===== src/rtl/button_conditioner_pkg.sv =====
// ----------------------------------------------------------------------------
// button_conditioner_pkg
//   Shared definitions for the game-board button front end: the per-button
//   debounce state encoding, default timing constants for a 50 MHz board
//   clock, and the width of the shot counter shown on the seven-segment
//   display.
// ----------------------------------------------------------------------------
package button_conditioner_pkg;

    // Debounce FSM states: two stable levels and two "candidate change" states
    typedef enum logic [1:0] {
        IDLE_LO = 2'd0,
        WAIT_HI = 2'd1,
        IDLE_HI = 2'd2,
        WAIT_LO = 2'd3
    } dbState_e;

    // 10 ms of stable input at 50 MHz
    localparam int unsigned DEBOUNCE_CYCLES_DEF = 500000;

    // 250 ms auto-repeat interval at 50 MHz
    localparam int unsigned REPEAT_CYCLES_DEF = 12500000;

    localparam int unsigned SHOT_COUNT_W = 8;

endpackage


===== src/rtl/button_conditioner_if.sv =====
// ----------------------------------------------------------------------------
// button_conditioner_if
//   Bundle of the board-facing and game-facing signals of the button front end.
//   Signals:
//     btn_l_raw/btn_r_raw/btn_u_raw : raw asynchronous push-buttons
//     fire_ack                      : one-cycle pulse consuming a fire request
//     btn_l_db/btn_r_db/btn_u_db    : debounced button levels
//     move_left/move_right          : registered move commands
//     fire_req                      : sticky fire request
//     shot_count                    : saturating count of acknowledged shots
//   Modports:
//     slave  : the conditioner itself (consumes raw buttons and ack)
//     master : the surrounding board/game logic
// ----------------------------------------------------------------------------
interface button_conditioner_if;
    import button_conditioner_pkg::*;

    logic                    btn_l_raw;
    logic                    btn_r_raw;
    logic                    btn_u_raw;
    logic                    fire_ack;
    logic                    btn_l_db;
    logic                    btn_r_db;
    logic                    btn_u_db;
    logic                    move_left;
    logic                    move_right;
    logic                    fire_req;
    logic [SHOT_COUNT_W-1:0] shot_count;

    modport slave (
        input  btn_l_raw, btn_r_raw, btn_u_raw, fire_ack,
        output btn_l_db, btn_r_db, btn_u_db,
        output move_left, move_right, fire_req, shot_count
    );

    modport master (
        output btn_l_raw, btn_r_raw, btn_u_raw, fire_ack,
        input  btn_l_db, btn_r_db, btn_u_db,
        input  move_left, move_right, fire_req, shot_count
    );

endinterface


===== src/rtl/button_conditioner_debounce_fsm.sv =====
// ----------------------------------------------------------------------------
// debounce_fsm
//   Two-flop synchroniser followed by a four-state debounce FSM for a single
//   push-button. The debounced level only changes after DEBOUNCE_CYCLES
//   consecutive synchronised samples at the new level; any sample at the old
//   level during the wait drops back to the stable state.
//   Parameters:
//     DEBOUNCE_CYCLES : stable samples required for a level change (>= 2)
//   Ports:
//     board_clk : system clock
//     reset     : asynchronous, active-high
//     raw_i     : raw, asynchronous, bouncing button input
//     db_o      : debounced level
// ----------------------------------------------------------------------------
module debounce_fsm
    import button_conditioner_pkg::*;
#(
    parameter int unsigned DEBOUNCE_CYCLES = DEBOUNCE_CYCLES_DEF
) (
    input  logic board_clk,
    input  logic reset,
    input  logic raw_i,
    output logic db_o
);

    localparam int unsigned    CNT_W    = $clog2(DEBOUNCE_CYCLES);
    localparam logic [CNT_W-1:0] CNT_LAST = CNT_W'(DEBOUNCE_CYCLES - 1);

    if (DEBOUNCE_CYCLES < 2) begin : g_badDebounce
        $error("debounce_fsm: DEBOUNCE_CYCLES must be >= 2");
    end

    logic             sync1_q;
    logic             sync2_q;
    dbState_e         state_q;
    dbState_e         state_d;
    logic [CNT_W-1:0] count_q;
    logic [CNT_W-1:0] count_d;

    // Metastability guard: raw button is only ever looked at through sync2_q
    always_ff @(posedge board_clk or posedge reset) begin
        if (reset) begin
            sync1_q <= 1'b0;
            sync2_q <= 1'b0;
        end else begin
            sync1_q <= raw_i;
            sync2_q <= sync1_q;
        end
    end

    // State and stability counter registers
    always_ff @(posedge board_clk or posedge reset) begin
        if (reset) begin
            state_q <= IDLE_LO;
            count_q <= '0;
        end else begin
            state_q <= state_d;
            count_q <= count_d;
        end
    end

    // Entering a WAIT state already counts the first sample at the new level,
    // so the count starts at 1 and the level flips on the sample where it
    // reaches DEBOUNCE_CYCLES-1.
    always_comb begin
        state_d = state_q;
        count_d = count_q;
        case (state_q)
            IDLE_LO: begin
                if (sync2_q) begin
                    state_d = WAIT_HI;
                    count_d = CNT_W'(1);
                end
            end
            WAIT_HI: begin
                if (!sync2_q) begin
                    state_d = IDLE_LO;
                    count_d = '0;
                end else if (count_q == CNT_LAST) begin
                    state_d = IDLE_HI;
                    count_d = '0;
                end else begin
                    count_d = count_q + 1'b1;
                end
            end
            IDLE_HI: begin
                if (!sync2_q) begin
                    state_d = WAIT_LO;
                    count_d = CNT_W'(1);
                end
            end
            WAIT_LO: begin
                if (sync2_q) begin
                    state_d = IDLE_HI;
                    count_d = '0;
                end else if (count_q == CNT_LAST) begin
                    state_d = IDLE_LO;
                    count_d = '0;
                end else begin
                    count_d = count_q + 1'b1;
                end
            end
            default: begin
                state_d = IDLE_LO;
                count_d = '0;
            end
        endcase
    end

    // The debounced level is a pure decode of the registered state
    assign db_o = (state_q == IDLE_HI) || (state_q == WAIT_LO);

endmodule


===== src/rtl/button_conditioner.sv =====
// ----------------------------------------------------------------------------
// button_conditioner
//   Game-board input front end. Debounces the left/right/up buttons, produces
//   registered move commands, a sticky fire request held until the game logic
//   acknowledges it, and a saturating count of acknowledged shots.
//   Optional feature macro: FIRE_AUTOREPEAT_EN -- when defined, holding the
//   fire button re-raises fire_req every REPEAT_CYCLES cycles after each ack.
//   Parameters:
//     DEBOUNCE_CYCLES : stable samples required for a debounced change (>= 2)
//     REPEAT_CYCLES   : auto-repeat interval in board_clk cycles (>= 2)
//   Ports:
//     board_clk : system clock, 50 MHz
//     reset     : asynchronous, active-high
//     bus       : button_conditioner_if.slave (raw buttons, ack, all outputs)
// ----------------------------------------------------------------------------
module button_conditioner
    import button_conditioner_pkg::*;
#(
    parameter int unsigned DEBOUNCE_CYCLES = DEBOUNCE_CYCLES_DEF,
    parameter int unsigned REPEAT_CYCLES   = REPEAT_CYCLES_DEF
) (
    input  logic                  board_clk,
    input  logic                  reset,
    button_conditioner_if.slave   bus
);

    if (REPEAT_CYCLES < 2) begin : g_badRepeat
        $error("button_conditioner: REPEAT_CYCLES must be >= 2");
    end

    logic                    btnLDb;
    logic                    btnRDb;
    logic                    btnUDb;
    logic                    moveLeft_q;
    logic                    moveRight_q;
    logic                    uDelay_q;
    logic                    uRise_q;
    logic                    fireReq_q;
    logic                    fireReq_d;
    logic [SHOT_COUNT_W-1:0] shotCount_q;
    logic [SHOT_COUNT_W-1:0] shotCount_d;
    logic                    repeatFire;

    debounce_fsm #(.DEBOUNCE_CYCLES(DEBOUNCE_CYCLES)) u_dbLeft (
        .board_clk (board_clk),
        .reset     (reset),
        .raw_i     (bus.btn_l_raw),
        .db_o      (btnLDb)
    );

    debounce_fsm #(.DEBOUNCE_CYCLES(DEBOUNCE_CYCLES)) u_dbRight (
        .board_clk (board_clk),
        .reset     (reset),
        .raw_i     (bus.btn_r_raw),
        .db_o      (btnRDb)
    );

    debounce_fsm #(.DEBOUNCE_CYCLES(DEBOUNCE_CYCLES)) u_dbUp (
        .board_clk (board_clk),
        .reset     (reset),
        .raw_i     (bus.btn_u_raw),
        .db_o      (btnUDb)
    );

`ifdef FIRE_AUTOREPEAT_EN
    localparam int unsigned      RPT_W    = $clog2(REPEAT_CYCLES);
    localparam logic [RPT_W-1:0] RPT_LAST = RPT_W'(REPEAT_CYCLES - 1);

    logic [RPT_W-1:0] repeat_q;
    logic [RPT_W-1:0] repeat_d;

    // Repeat timer only runs while fire is held and nothing is pending, so
    // every interval is measured from the ack that consumed the last request
    always_comb begin
        repeat_d   = repeat_q;
        repeatFire = 1'b0;
        if (!btnUDb || fireReq_q) begin
            repeat_d = '0;
        end else if (repeat_q == RPT_LAST) begin
            repeat_d   = '0;
            repeatFire = 1'b1;
        end else begin
            repeat_d = repeat_q + 1'b1;
        end
    end

    always_ff @(posedge board_clk or posedge reset) begin
        if (reset) begin
            repeat_q <= '0;
        end else begin
            repeat_q <= repeat_d;
        end
    end
`else
    assign repeatFire = 1'b0;
`endif

    // Set has priority over the ack so a press landing on the ack edge is
    // never lost; an extra press while pending just merges into the request
    always_comb begin
        fireReq_d   = fireReq_q;
        shotCount_d = shotCount_q;
        if (bus.fire_ack) begin
            fireReq_d = 1'b0;
        end
        if (uRise_q || repeatFire) begin
            fireReq_d = 1'b1;
        end
        if (bus.fire_ack && fireReq_q && (shotCount_q != '1)) begin
            shotCount_d = shotCount_q + 1'b1;
        end
    end

    // Move commands are suppressed on conflicting directions or while firing;
    // the fire rise is registered so fire_req lands two edges after btn_u_db
    always_ff @(posedge board_clk or posedge reset) begin
        if (reset) begin
            moveLeft_q  <= 1'b0;
            moveRight_q <= 1'b0;
            uDelay_q    <= 1'b0;
            uRise_q     <= 1'b0;
            fireReq_q   <= 1'b0;
            shotCount_q <= '0;
        end else begin
            moveLeft_q  <= btnLDb & ~btnRDb & ~btnUDb;
            moveRight_q <= btnRDb & ~btnLDb & ~btnUDb;
            uDelay_q    <= btnUDb;
            uRise_q     <= btnUDb & ~uDelay_q;
            fireReq_q   <= fireReq_d;
            shotCount_q <= shotCount_d;
        end
    end

    assign bus.btn_l_db   = btnLDb;
    assign bus.btn_r_db   = btnRDb;
    assign bus.btn_u_db   = btnUDb;
    assign bus.move_left  = moveLeft_q;
    assign bus.move_right = moveRight_q;
    assign bus.fire_req   = fireReq_q;
    assign bus.shot_count = shotCount_q;

endmodule


===== src/flat_wrapper.sv =====
// flat-port wrapper written by rule: the top's interface ports become plain ports
module button_conditioner_flat import button_conditioner_pkg::*;
#(
    parameter int unsigned DEBOUNCE_CYCLES = DEBOUNCE_CYCLES_DEF,
    parameter int unsigned REPEAT_CYCLES   = REPEAT_CYCLES_DEF
)
  (board_clk, reset, bus_btn_l_raw, bus_btn_r_raw, bus_btn_u_raw, bus_fire_ack, bus_btn_l_db, bus_btn_r_db, bus_btn_u_db, bus_move_left, bus_move_right, bus_fire_req, bus_shot_count);
  button_conditioner_if bus_i ();
  input  logic board_clk;
  input  logic reset;
  input wire logic [$bits(bus_i.btn_l_raw)-1:0] bus_btn_l_raw;
  input wire logic [$bits(bus_i.btn_r_raw)-1:0] bus_btn_r_raw;
  input wire logic [$bits(bus_i.btn_u_raw)-1:0] bus_btn_u_raw;
  input wire logic [$bits(bus_i.fire_ack)-1:0] bus_fire_ack;
  output wire logic [$bits(bus_i.btn_l_db)-1:0] bus_btn_l_db;
  output wire logic [$bits(bus_i.btn_r_db)-1:0] bus_btn_r_db;
  output wire logic [$bits(bus_i.btn_u_db)-1:0] bus_btn_u_db;
  output wire logic [$bits(bus_i.move_left)-1:0] bus_move_left;
  output wire logic [$bits(bus_i.move_right)-1:0] bus_move_right;
  output wire logic [$bits(bus_i.fire_req)-1:0] bus_fire_req;
  output wire logic [$bits(bus_i.shot_count)-1:0] bus_shot_count;
  assign bus_i.btn_l_raw = bus_btn_l_raw;
  assign bus_i.btn_r_raw = bus_btn_r_raw;
  assign bus_i.btn_u_raw = bus_btn_u_raw;
  assign bus_i.fire_ack = bus_fire_ack;
  assign bus_btn_l_db = bus_i.btn_l_db;
  assign bus_btn_r_db = bus_i.btn_r_db;
  assign bus_btn_u_db = bus_i.btn_u_db;
  assign bus_move_left = bus_i.move_left;
  assign bus_move_right = bus_i.move_right;
  assign bus_fire_req = bus_i.fire_req;
  assign bus_shot_count = bus_i.shot_count;
  button_conditioner #(.DEBOUNCE_CYCLES(DEBOUNCE_CYCLES), .REPEAT_CYCLES(REPEAT_CYCLES)) u_core (.board_clk(board_clk), .reset(reset), .bus(bus_i));
endmodule

===== config.mk =====
export PLATFORM = sky130hd
export DESIGN_NAME = button_conditioner_flat
export DESIGN_NICKNAME = d
export VERILOG_FILES = /design/src/rtl/button_conditioner_pkg.sv /design/src/rtl/button_conditioner_if.sv /design/src/rtl/button_conditioner_debounce_fsm.sv /design/src/rtl/button_conditioner.sv /design/src/flat_wrapper.sv
export SDC_FILE = /design/constraint.sdc
export NUM_CORES = 1
export LEC_CHECK = 0
export ABC_AREA = 1
export CORE_UTILIZATION = 55
export CTS_CLUSTER_DIAMETER = 100
export DETAILED_ROUTE_END_ITERATION = 10
export GPL_TIMING_DRIVEN = 0
export PLACE_DENSITY = 0.76
export SYNTH_ARGS = -nofsm -noshare
export SYNTH_HDL_FRONTEND = slang
export SYNTH_SLANG_ARGS = --single-unit

===== constraint.sdc =====
create_clock -name board_clk -period 2.9 [get_ports board_clk]
set_clock_uncertainty 0.2 [all_clocks]
set_input_delay 0.58 -clock board_clk [delete_from_list [all_inputs] [get_ports board_clk]]
set_output_delay 0.58 -clock board_clk [all_outputs]
set_load 0.01 [all_outputs]

Word level (Yosys, flattened, before mapping)
Cells that the tools add are included.

Register bits: 82. Input bits: 6. Output and inout port bits: 14. Word-level logic and storage cells: 112.

$add $sub $neg: 4. Equality and inequality tests: 25. Mux-type cells: 41. Bitwise gates (word level): 9. Reductions and logical operators: 15.

Operators with widths (count): 19-bit two-way mux (15); 19-bit one-hot mux with 4 select lines (3); 19-bit by 1-bit adder with 19-bit output (second input constant) (3); 19-bit equality test (second input constant) (3); 2-bit two-way mux (18); 2-bit one-hot mux with 4 select lines (3); 3-bit inequality test (second input constant) (6); 2-bit equality test (second input constant) (6); 2-bit inequality test (second input constant) (6); 4-bit AND reduction (3); 8-bit by 1-bit adder with 8-bit output (second input constant) (1); 8-bit inequality test (second input constant) (1); 2-bit by 1-bit equality test with 1-bit output (second input constant) (3); 2-bit logical NOT (3); 2-bit AND reduction (3); 1-bit AND (5); 1-bit NOT (4); 1-bit logical OR (3); 1-bit logical AND (2); 1-bit two-way mux (2); 2-bit nonzero test (1).

Depth between registers and ports, before layout
Gate-level depths: netlist of run 1.

Depth in word-level cells: 5. Gate-level depth with buffers: 10. Mapped depth without buffers: 10.

By module
From an unflattened synthesis of run 1, not the netlist that was laid out.

Cell total of the unflattened synthesis: 618. Area, all modules: 4854.7 µm².

Modules (own cells, without submodules): debounce_fsm (times used 3, cells an instance 179, area an instance 1398.8 µm², seq. area each 575.6 µm²); button_conditioner (times used 1, cells an instance 81, area an instance 658.1 µm², seq. area each 325.3 µm²).

Least setup slack after synthesis of run 1
No wires, ideal clock.

Path kind: register -> register. Start point: register u_core.u_dbLeft.count_q[0]. End point: register u_core.u_dbLeft.count_q[7]. Library setup time: 0.126 ns. Arrival time: 1.367 ns. Required time: 2.574 ns. Path slack: 1.207 ns. Cell stages (with the launch flop): 8. Buffers on the path: 1. Period minus slack after synthesis: 1.693 ns. Cells stage by stage: dfrtp_1 ha_1 nand2_1 nor2_2 nand3_1 o21bai_2 buf_4 o21ai_0.

Cells in the longest elaborated chain, start to end: 4. Elaborated cells between the ends (all ways): 6. Classes of those cells: add/sub (1); eq/ne (1); mux (4).

RTL lines: start: declaration (line button_conditioner_debounce_fsm.sv:37) `logic [CNT_W-1:0] count_q;`; start signal: assignment (line button_conditioner_debounce_fsm.sv:58) `count_q <= count_d;`; 19-bit by 1-bit adder with 19-bit output or 19-bit equality test (tied branches); 19-bit two-way mux (*) (line button_conditioner_debounce_fsm.sv:79, button_conditioner_debounce_fsm.sv:96); 19-bit two-way mux, on equally long branches (line button_conditioner_debounce_fsm.sv:93, button_conditioner_debounce_fsm.sv:76); 19-bit one-hot mux with 4 select lines (*) (line button_conditioner_debounce_fsm.sv:68) `case (state_q)`.

Every way passes the cells marked *; elsewhere a longest branch is shown, timed or not. A chain may end at the register's enable or synchronous reset.

==> results of run 1 <==
==> final cells by class <==
cell class	count	share of cell area, %
multi-input combinational	464	43.25
timing repair buffer	20	4.249
clock inverter	7	1.148
buffer	11	1.294
sequential	82	40.05
clock buffer	9	2.418
tap	102	2.491
inverter	69	5.104
==> through the flow <==
stage,util (%),std cells
after floorplan,-,626
after global placement,62.26,747
after detailed placement,62.64,748
after CTS,64.96,764
after global routing,64.96,764
final,64.96,764
==> worst register-to-register path, delay by kind of cell (launching register included) <==
| family | cells | cell delay, ns |
|---|---|---|
| and+or+nand+nor | 7 | 1.00 |
| DFF | 1 | 0.45 |
| adders and majority gates | 1 | 0.32 |
==> worst paths after layout <==
check / end / slack, ns / depth (start not counted)
max in group asynchronous: u_core.u_dbRight.count_q[14] / 1.59 / 3
min in group asynchronous: u_core.u_dbUp.count_q[15] / 0.33 / 2
worst min register to register: u_core.u_dbLeft.sync2_q / 0.15 / 0
worst max-delay path: bus_btn_u_db / 0.65 / 2
worst min-delay path: u_core.u_dbLeft.sync2_q / 0.15 / 0
worst max register to register: u_core.u_dbLeft.count_q[14] / 0.88 / 8
==> state kept, by name (all words and copies together), names as in the netlist, 8 cells and up, named ones only <==
name and count:
u_core.u_dbUp.count_q 19, u_core.u_dbRight.count_q 19, u_core.u_dbLeft.count_q 19, u_core.bus.shot_count 8
==> placed cells by master, fill, tap and decap left out, types with 2 or more instances in the layout <==
| cell | count |
|---|---|
| inv_2 | 2 |
| buf_6 | 2 |
| nand4_1 | 14 |
| inv_6 | 2 |
| a22oi_1 | 2 |
| nand3_1 | 60 |
| o21ai_0 | 22 |
| o22ai_1 | 13 |
| nor2_4 | 3 |
| clkbuf_8 | 9 |
| nand2_2 | 4 |
| clkdlybuf4s50_1 | 19 |
| xor2_1 | 20 |
| clkbuf_1 | 3 |
| xnor2_1 | 7 |
| clkinvlp_4 | 4 |
| a21oi_1 | 5 |
| nand2_1 | 217 |
| inv_1 | 66 |
| nor2_2 | 4 |
| buf_2 | 5 |
| nor2_1 | 66 |
| o21bai_1 | 4 |
| nand3b_1 | 3 |
| nor3_1 | 7 |
| dfrtp_1 | 82 |
| ha_1 | 4 |
==> layer usage <==
metal / track usage [%] / up-vias / wire length (µm)
met1: 33.95 / 1941 / 4645
met4: 5.769 / 0 / 46
li1: - / 2060 / -
met5: 0 / - / 0
met2: 41.30 / 76 / 4601
met3: 3.089 / 6 / 278
==> report_power, final <==
part / switching, mW / total [mW] / internal (mW) / leakage [nW]
clock network: 0.458 / 0.781 / 0.323 / 0.0804
logic: 0.594 / 0.992 / 0.398 / 1.12
registers: 0.185 / 1.49 / 1.30 / 1.09
total: 1.24 / 3.26 / 2.02 / 2.29
==> logic make-up (layout without fill, tap and decap cells) <==
family | Yosys count | after routing | synth area share (%)
AO/OA/AOI/OAI | 53 | 53 | 7.001
XOR/XNOR | 27 | 27 | 5.149
adder cells (fa/ha/maj) | 4 | 4 | 1.090
buffers and inverters | 80 | 116 | 7.082
flip-flops | 82 | 82 | 44.67
AND/OR/NAND/NOR | 380 | 380 | 35.00
==> flow_summary.toml, run 1 <==
[synthesis]
syn_area_um2 = 4593
synth_warn = 0
post-synth-top-count-cell = "nand2_1"
yosys_register_bits = 82
ys_dominant_reg_cell = "dfrtp_1"
post-synth-top-area-cell = "dfrtp_1"
postSynthCellCount = 626
postSynth.asyncResetShare_pct = 100.0
ys_types = 33
mean_syn_cell_area_um2 = 7.337
number_of_enable_flip_flop_cells_after_synthesis = 0
largest_cells_by_area_after_synthesis = "dfrtp_1 (45%), nand2_1 (18%), nand3_1 (6.5%)"
mappedNetlistNets = 636
yosys-top-cells-count = "nand2_1 (217), dfrtp_1 (82), inv_1 (67)"
sequential_element_share_of_the_synthesized_area_pct = 44.67
synth_largest_type_area_fraction_pct = 44.67

[clock_network]
tritoncts.num_buffers = 9
clk_pin_slew_ns = 0.09
insertion_delay_ns = 0.35
clock_root_buffer = "clkbuf_8"
h_tree_levels = 3
cts.path.max_buffers = 2
post-cts-setup-buffer-count = 0
number_of_instances_resized_during_post_cts_repair = 0
cts_tree = "yes"
number_of_hold_buffers_added_after_cts = 0
cts.sinks = 82

[pwr]
peakVddDrop_v = 0.0002907
cellLeakagePower_nw = 2.292
p_total_mw = 3.262
power_per_cell_area_nw_per_um2 = 636.6

[floorplanning]
die_w_um = 93.39
row_count = 32
dieHeight_um = 93.39
floorplan.die_area_um2 = 8721
floorplan.core_area_um2 = 7888
io_pins = 20
start_util_pct = 58.23

[layout]
multi_input_logic_area_um2 = 2216
areaGrowthSynthToFinish_pct = 11.55
num-fill-cells = 690
design.final.nets = 667
num_antenna_cells = 0
sequential_cell_area_um2 = 2052
layout-drive-gt1-share_pct = 6.798
finish.instance_area_um2 = 5124

[global_route]
antenna_violations_before_repair = 0
globalRoute.totalOverflow = 0
grt_first_pass_wirelength_mm = 17.25
grt_max_degree = 61
grt_pass1_vias = 3904
grt_usage_pct = 24.59

[sta]
timing.final.crit_period_ns = 2.254
layout_setup_ws_ns = 0.6462
worst_pin_slew_ns = 0.4494
timing.max_slew.rel_slack_pct = 70.01
holdWs_ns = 0.1536
final-hold-violation-count = 0
final-setup-viol-count = 0
rsz0062_at_grt = "false"
layout_worst_path_cycle_share_pct = 77.72
finalSetupTns_ns = 0
timing.final.max_slew_violations = 0
max_freq_mhz = 443.7

[worst_setup_path]
critical_path.slowest_cell = "clkdlybuf4s50_1"
delay_of_the_slowest_cell_on_the_worst_path_ns = 0.54
critPathMaxFanout = 5
endpoint_kind = "output port"
worst_ep_arrival_time_ns = 1.47
path_buf_inv = 2
worst_setup_path_start_kind = "flop"
critical_path.reg2reg.startpoint = "u_core.u_dbLeft.count_q[0]"
worstPathRequired_ns = 2.12
crit_chain = "clkbuf_1, clkdlybuf4s50_1"
type_of_the_worst_setup_path = "flop to output port"
crit_family = "buffers and inverters"

[placement]
placedInstanceArea_um2 = 4941
numPortBuffers = 19
dpl_worst_slack_ns = 0.7984
place.gp.congestion = 0.9043
detailed_place_hpwl_mm = 6.900

[detailed_routing]
drcViolationCount = 0
routed_wirelength_mm = 9.572
drt_iter0_markers = 190
drt-pass1-iter-count = 5
number_of_routed_nets_with_antenna_violations = 0
vias = 4083
drt-vias-per-instance = 5.344
routedWlPerCell_um = 12.53

[worst_hold_path]
launch_instance_of_the_worst_min_delay_path = "u_core.u_dbLeft.sync1_q"
timing.hold.worst.class = "flop to flop"

[run]
maxCapViolations = 0

[status]
run_status = "finished clean"
Note: power is estimated with default switching activity, not from simulation.
==> run 2: changes to the inputs <==
--- a/config.mk
+++ b/config.mk
@@ -6,11 +6,11 @@
 export NUM_CORES = 1
 export LEC_CHECK = 0
 export ABC_AREA = 1
-export CORE_UTILIZATION = 55
+export CORE_UTILIZATION = 61
 export CTS_CLUSTER_DIAMETER = 100
 export DETAILED_ROUTE_END_ITERATION = 10
 export GPL_TIMING_DRIVEN = 0
-export PLACE_DENSITY = 0.76
+export PLACE_DENSITY = 0.8
 export SYNTH_ARGS = -nofsm -noshare
 export SYNTH_HDL_FRONTEND = slang
 export SYNTH_SLANG_ARGS = --single-unit
==> constraint.sdc (replaced) <==
create_clock -name board_clk -period 2.3 [get_ports board_clk]
set_clock_uncertainty 0.2 [all_clocks]
set_input_delay 0.46 -clock board_clk [delete_from_list [all_inputs] [get_ports board_clk]]
set_output_delay 0.46 -clock board_clk [all_outputs]
set_load 0.01 [all_outputs]
==> flow_summary.toml, run 2 (synthesis results as in run 1) <==
[sta]
finalSetupTns_ns = 0
timing.final.max_slew_violations = 0
rsz0062_at_grt = "false"
final-setup-viol-count = 0
layout_worst_path_cycle_share_pct = 93.80
final-hold-violation-count = 0
worst_pin_slew_ns = 0.4509
timing.max_slew.rel_slack_pct = 69.91
timing.final.crit_period_ns = 2.157
max_freq_mhz = 463.5

[layout]
num-fill-cells = 593
layout.cells.most_common_list = "nand2_1 (217), dfrtp_1 (82), inv_1 (66), nor2_1 (66), nand3_1 (60)"
sequential_cell_area_um2 = 2052
finish.instance_area_um2 = 5182
biggestRegsByFlops = "u_core.u_dbLeft.count_q (19), u_core.u_dbRight.count_q (19), u_core.u_dbUp.count_q (19)"
num_antenna_cells = 0
multi_input_logic_area_um2 = 2216
design.final.nets = 668
postLayoutCoreUtil_pct = 71.45
areaGrowthSynthToFinish_pct = 12.83
layout_commonest_cell = "nand2_1"
layout-drive-gt1-share_pct = 6.938

[detailed_routing]
drt-vias-per-instance = 5.406
number_of_routed_nets_with_antenna_violations = 0
drt-pass1-iter-count = 5
routedWlPerCell_um = 13.01
drt_iter0_markers = 169
routed_wirelength_mm = 9.914
vias = 4119
drcViolationCount = 0

[floorplanning]
dieHeight_um = 88.78
die_w_um = 88.78
floorplan.die_area_um2 = 7881
start_util_pct = 63.33
row_count = 31
floorplan.core_area_um2 = 7253
io_pins = 20

[global_route]
globalRoute.totalOverflow = 0
grt_usage_pct = 26.83
grt_max_degree = 40
grt_pass1_vias = 3643
grt_first_pass_wirelength_mm = 16.13
antenna_violations_before_repair = 0

[placement]
numPortBuffers = 19
placedInstanceArea_um2 = 4951
detailed_place_hpwl_mm = 7.221
place.gp.congestion = 0.8829

[clock_network]
tritoncts.num_buffers = 9
insertion_delay_ns = 0.36
clk_pin_slew_ns = 0.08
number_of_instances_resized_during_post_cts_repair = 0
cts_tree = "yes"
cts.path.max_buffers = 2
clock_root_buffer = "clkbuf_8"
cts.sinks = 82
h_tree_levels = 3
number_of_hold_buffers_added_after_cts = 0
post-cts-setup-buffer-count = 0

[worst_setup_path]
type_of_the_worst_setup_path = "flop to output port"
worstPathRequired_ns = 1.64
critPathMaxFanout = 5
worst_setup_path_start_kind = "flop"
worst_ep_arrival_time_ns = 1.50
endpoint_kind = "output port"

[status]
run_status = "finished clean"

[pwr]
cellLeakagePower_nw = 2.327
peakVddDrop_v = 0.0003763
power_per_cell_area_nw_per_um2 = 838.7

[worst_hold_path]
timing.hold.worst.class = "flop to flop"

[run]
maxCapViolations = 0
==> run 2: final timing paths <==
kind,from,slack [ns],depth (start not counted),endpoint
min in group asynchronous,reset,0.24,2,u_core.u_dbLeft.count_q[8]
min,u_core.u_dbUp.sync1_q,0.15,0,u_core.u_dbUp.sync2_q
min reg2reg,u_core.u_dbUp.sync1_q,0.15,0,u_core.u_dbUp.sync2_q
max in group asynchronous,reset,0.92,4,u_core.u_dbUp.count_q[7]
max reg2reg,u_core.u_dbLeft.count_q[0],0.33,8,u_core.u_dbLeft.count_q[12]
max,flop,0.14,2,bus_btn_u_db
==> run 2: final cells by class <==
cell class	count	area share, %
inverter	69	5.070
clock inverter	7	2.076
timing repair buffer	21	4.442
buffer	11	1.280
sequential	82	39.59
clock buffer	9	2.390
multi-input combinational	464	42.76
tap	99	2.390
==> run 2: worst max-delay path, stage by stage, from the launching register on <==
cell	delay [ns]
dfrtp_1	0.45
clkbuf_1	0.15
clkdlybuf4s50_1	0.54
==> run 2: metrics by stage <==
stage / total power, mW / instances / hold slack [ns] / setup WS (ns)
after CTS: 4.384 / 762 / 0.1561 / 0.1058
after detailed placement: 3.158 / 746 / 0.1355 / 0.2677
after floorplan: 2.672 / 626 / 0.1312 / 0.6066
after global routing: 4.612 / 762 / 0.1607 / 0.06816
final: 4.347 / 762 / 0.1535 / 0.1427
after global placement: 3.111 / 744 / 0.1322 / -0.2208
==> run 2: report_power, final <==
part / switching (mW) / internal, mW
Clock: 0.584 / 0.634
Sequential: 0.234 / 1.64
Combinational: 0.748 / 0.503
==> run 2: layer usage <==
metal | wire length (µm) | vias up | GRT usage [%]
li1 | - | 2058 | -
met1 | 4499 | 1928 | 35.46
met2 | 4792 | 114 | 43.99
met3 | 475 | 19 | 5.784
met4 | 146 | 0 | 8.944
met5 | 0 | - | 0
==> run 3: changes to the inputs <==
--- a/config.mk
+++ b/config.mk
@@ -6,10 +6,13 @@
 export NUM_CORES = 1
 export LEC_CHECK = 0
 export ABC_AREA = 1
+export CORE_MARGIN = 5
 export CORE_UTILIZATION = 61
 export CTS_CLUSTER_DIAMETER = 100
 export DETAILED_ROUTE_END_ITERATION = 10
+export GPL_ROUTABILITY_DRIVEN = 0
 export GPL_TIMING_DRIVEN = 0
+export HOLD_SLACK_MARGIN = 0.05
 export PLACE_DENSITY = 0.8
 export SYNTH_ARGS = -nofsm -noshare
 export SYNTH_HDL_FRONTEND = slang
==> flow_summary.toml, run 3 (synthesis results as in run 1) <==
[status]
run_status = "finished clean"

[clock_network]
tritoncts.num_buffers = 9
cts_tree = "yes"
insertion_delay_ns = 0.36
h_tree_levels = 3
number_of_instances_resized_during_post_cts_repair = 0
clock_root_buffer = "clkbuf_8"
number_of_hold_buffers_added_after_cts = 0
post-cts-setup-buffer-count = 0
cts.path.max_buffers = 2
cts.sinks = 82
clk_pin_slew_ns = 0.09

[detailed_routing]
routed_wirelength_mm = 9.873
drt_iter0_markers = 202
drt-pass1-iter-count = 5
drt-vias-per-instance = 5.395
drcViolationCount = 0
number_of_routed_nets_with_antenna_violations = 0
vias = 4100
routedWlPerCell_um = 12.99

[pwr]
cellLeakagePower_nw = 2.285
peakVddDrop_v = 0.0005447
power_per_cell_area_nw_per_um2 = 798.7

[floorplanning]
floorplan.core_area_um2 = 7292
dieHeight_um = 96.78
die_w_um = 96.78
start_util_pct = 62.99
floorplan.die_area_um2 = 9365
row_count = 31
io_pins = 20

[sta]
timing.max_slew.rel_slack_pct = 41.79
timing.final.max_slew_violations = 0
holdWs_ns = 0.1584
max_freq_mhz = 466.2
final-setup-viol-count = 0
final-hold-violation-count = 0
rsz0062_at_grt = "false"
layout_worst_path_cycle_share_pct = 93.26
layout_setup_ws_ns = 0.1550
worst_pin_slew_ns = 0.8713
timing.final.crit_period_ns = 2.145

[layout]
layout_commonest_cell = "nand2_1"
areaGrowthSynthToFinish_pct = 10.98
design.final.nets = 667
finish.instance_area_um2 = 5097
num_antenna_cells = 0
layout-drive-gt1-share_pct = 6.657
biggestRegsByFlops = "u_core.u_dbLeft.count_q (19), u_core.u_dbRight.count_q (19), u_core.u_dbUp.count_q (19)"
layout.cells.most_common_list = "nand2_1 (217), dfrtp_1 (82), inv_1 (66), nor2_1 (66), nand3_1 (60)"

[global_route]
antenna_violations_before_repair = 0
grt_max_degree = 44
globalRoute.totalOverflow = 0
grt_pass1_vias = 4042
grt_usage_pct = 22.51
grt_first_pass_wirelength_mm = 17.81

[worst_setup_path]
type_of_the_worst_setup_path = "flop to output port"
endpoint_kind = "output port"
worstPathRequired_ns = 1.64
worst_ep_arrival_time_ns = 1.48
critPathMaxFanout = 5
reg2reg_slack_ns = 0.26
worst_setup_path_start_kind = "flop"

[placement]
detailed_place_hpwl_mm = 7.302
placedInstanceArea_um2 = 4931
numPortBuffers = 19
dpl_worst_slack_ns = 0.2452

[worst_hold_path]
timing.hold.worst.class = "flop to flop"

[run]
maxCapViolations = 0
run 3: final cells by class:
class                           instances  area (µm²)
Clock buffer                            9       123.9
Fill cell                             630        2195
Inverter                               69       262.8
Sequential cell                        82        2052
Multi-Input combinational cell        464        2216
Tap cell                               99       123.9
Timing Repair Buffer                   20       210.2
Buffer                                 11       66.31
Clock inverter                          6       42.54
run 3: per-layer routing:
layer / vias up / part of all wire [%] / global-route usage [%]
li1: 2055 / - / -
met1: 1912 / 45 / 28.92
met2: 117 / 48 / 37.69
met3: 16 / 5.3 / 3.597
met4: 0 / 2.0 / 9.611
met5: - / 0 / 0
run 3: final timing paths:
kind | from | to | cells past startpoint
max reg2reg | u_core.u_dbLeft.count_q[0] | u_core.u_dbLeft.count_q[18] | 8
min reg2reg | u_core.u_dbLeft.sync1_q | u_core.u_dbLeft.sync2_q | 0
max | flop | bus_btn_u_db | 2
max in group asynchronous | reset | u_core.u_dbRight.count_q[5] | 3
min in group asynchronous | reset | u_core.bus.shot_count[5] | 2
min | u_core.u_dbLeft.sync1_q | u_core.u_dbLeft.sync2_q | 0
run 3: power breakdown:
part	total, mW	internal, mW	leakage, nW	switching (mW)
registers	1.88	1.64	1.09	0.236
clock network	0.939	0.388	0.0815	0.551
logic	1.25	0.499	1.11	0.753
run 3: worst max-delay path, stage by stage (launching register included):
cell	delay, ns
dfrtp_1	0.43
clkbuf_1	0.15
clkdlybuf4s50_1	0.55
run 3: stage by stage:
step           TNS (ns)  cells  total power [mW]  utilization (%)
6_report              0    760             4.071            69.90
5_1_grt               0    760             4.336            69.90
4_1_cts               0    760             4.100            69.90
3_5_place_dp          0    745             3.163            67.62
3_3_place_gp     -17.82    744             3.115            67.35
2_1_floorplan         0    626             2.672                -
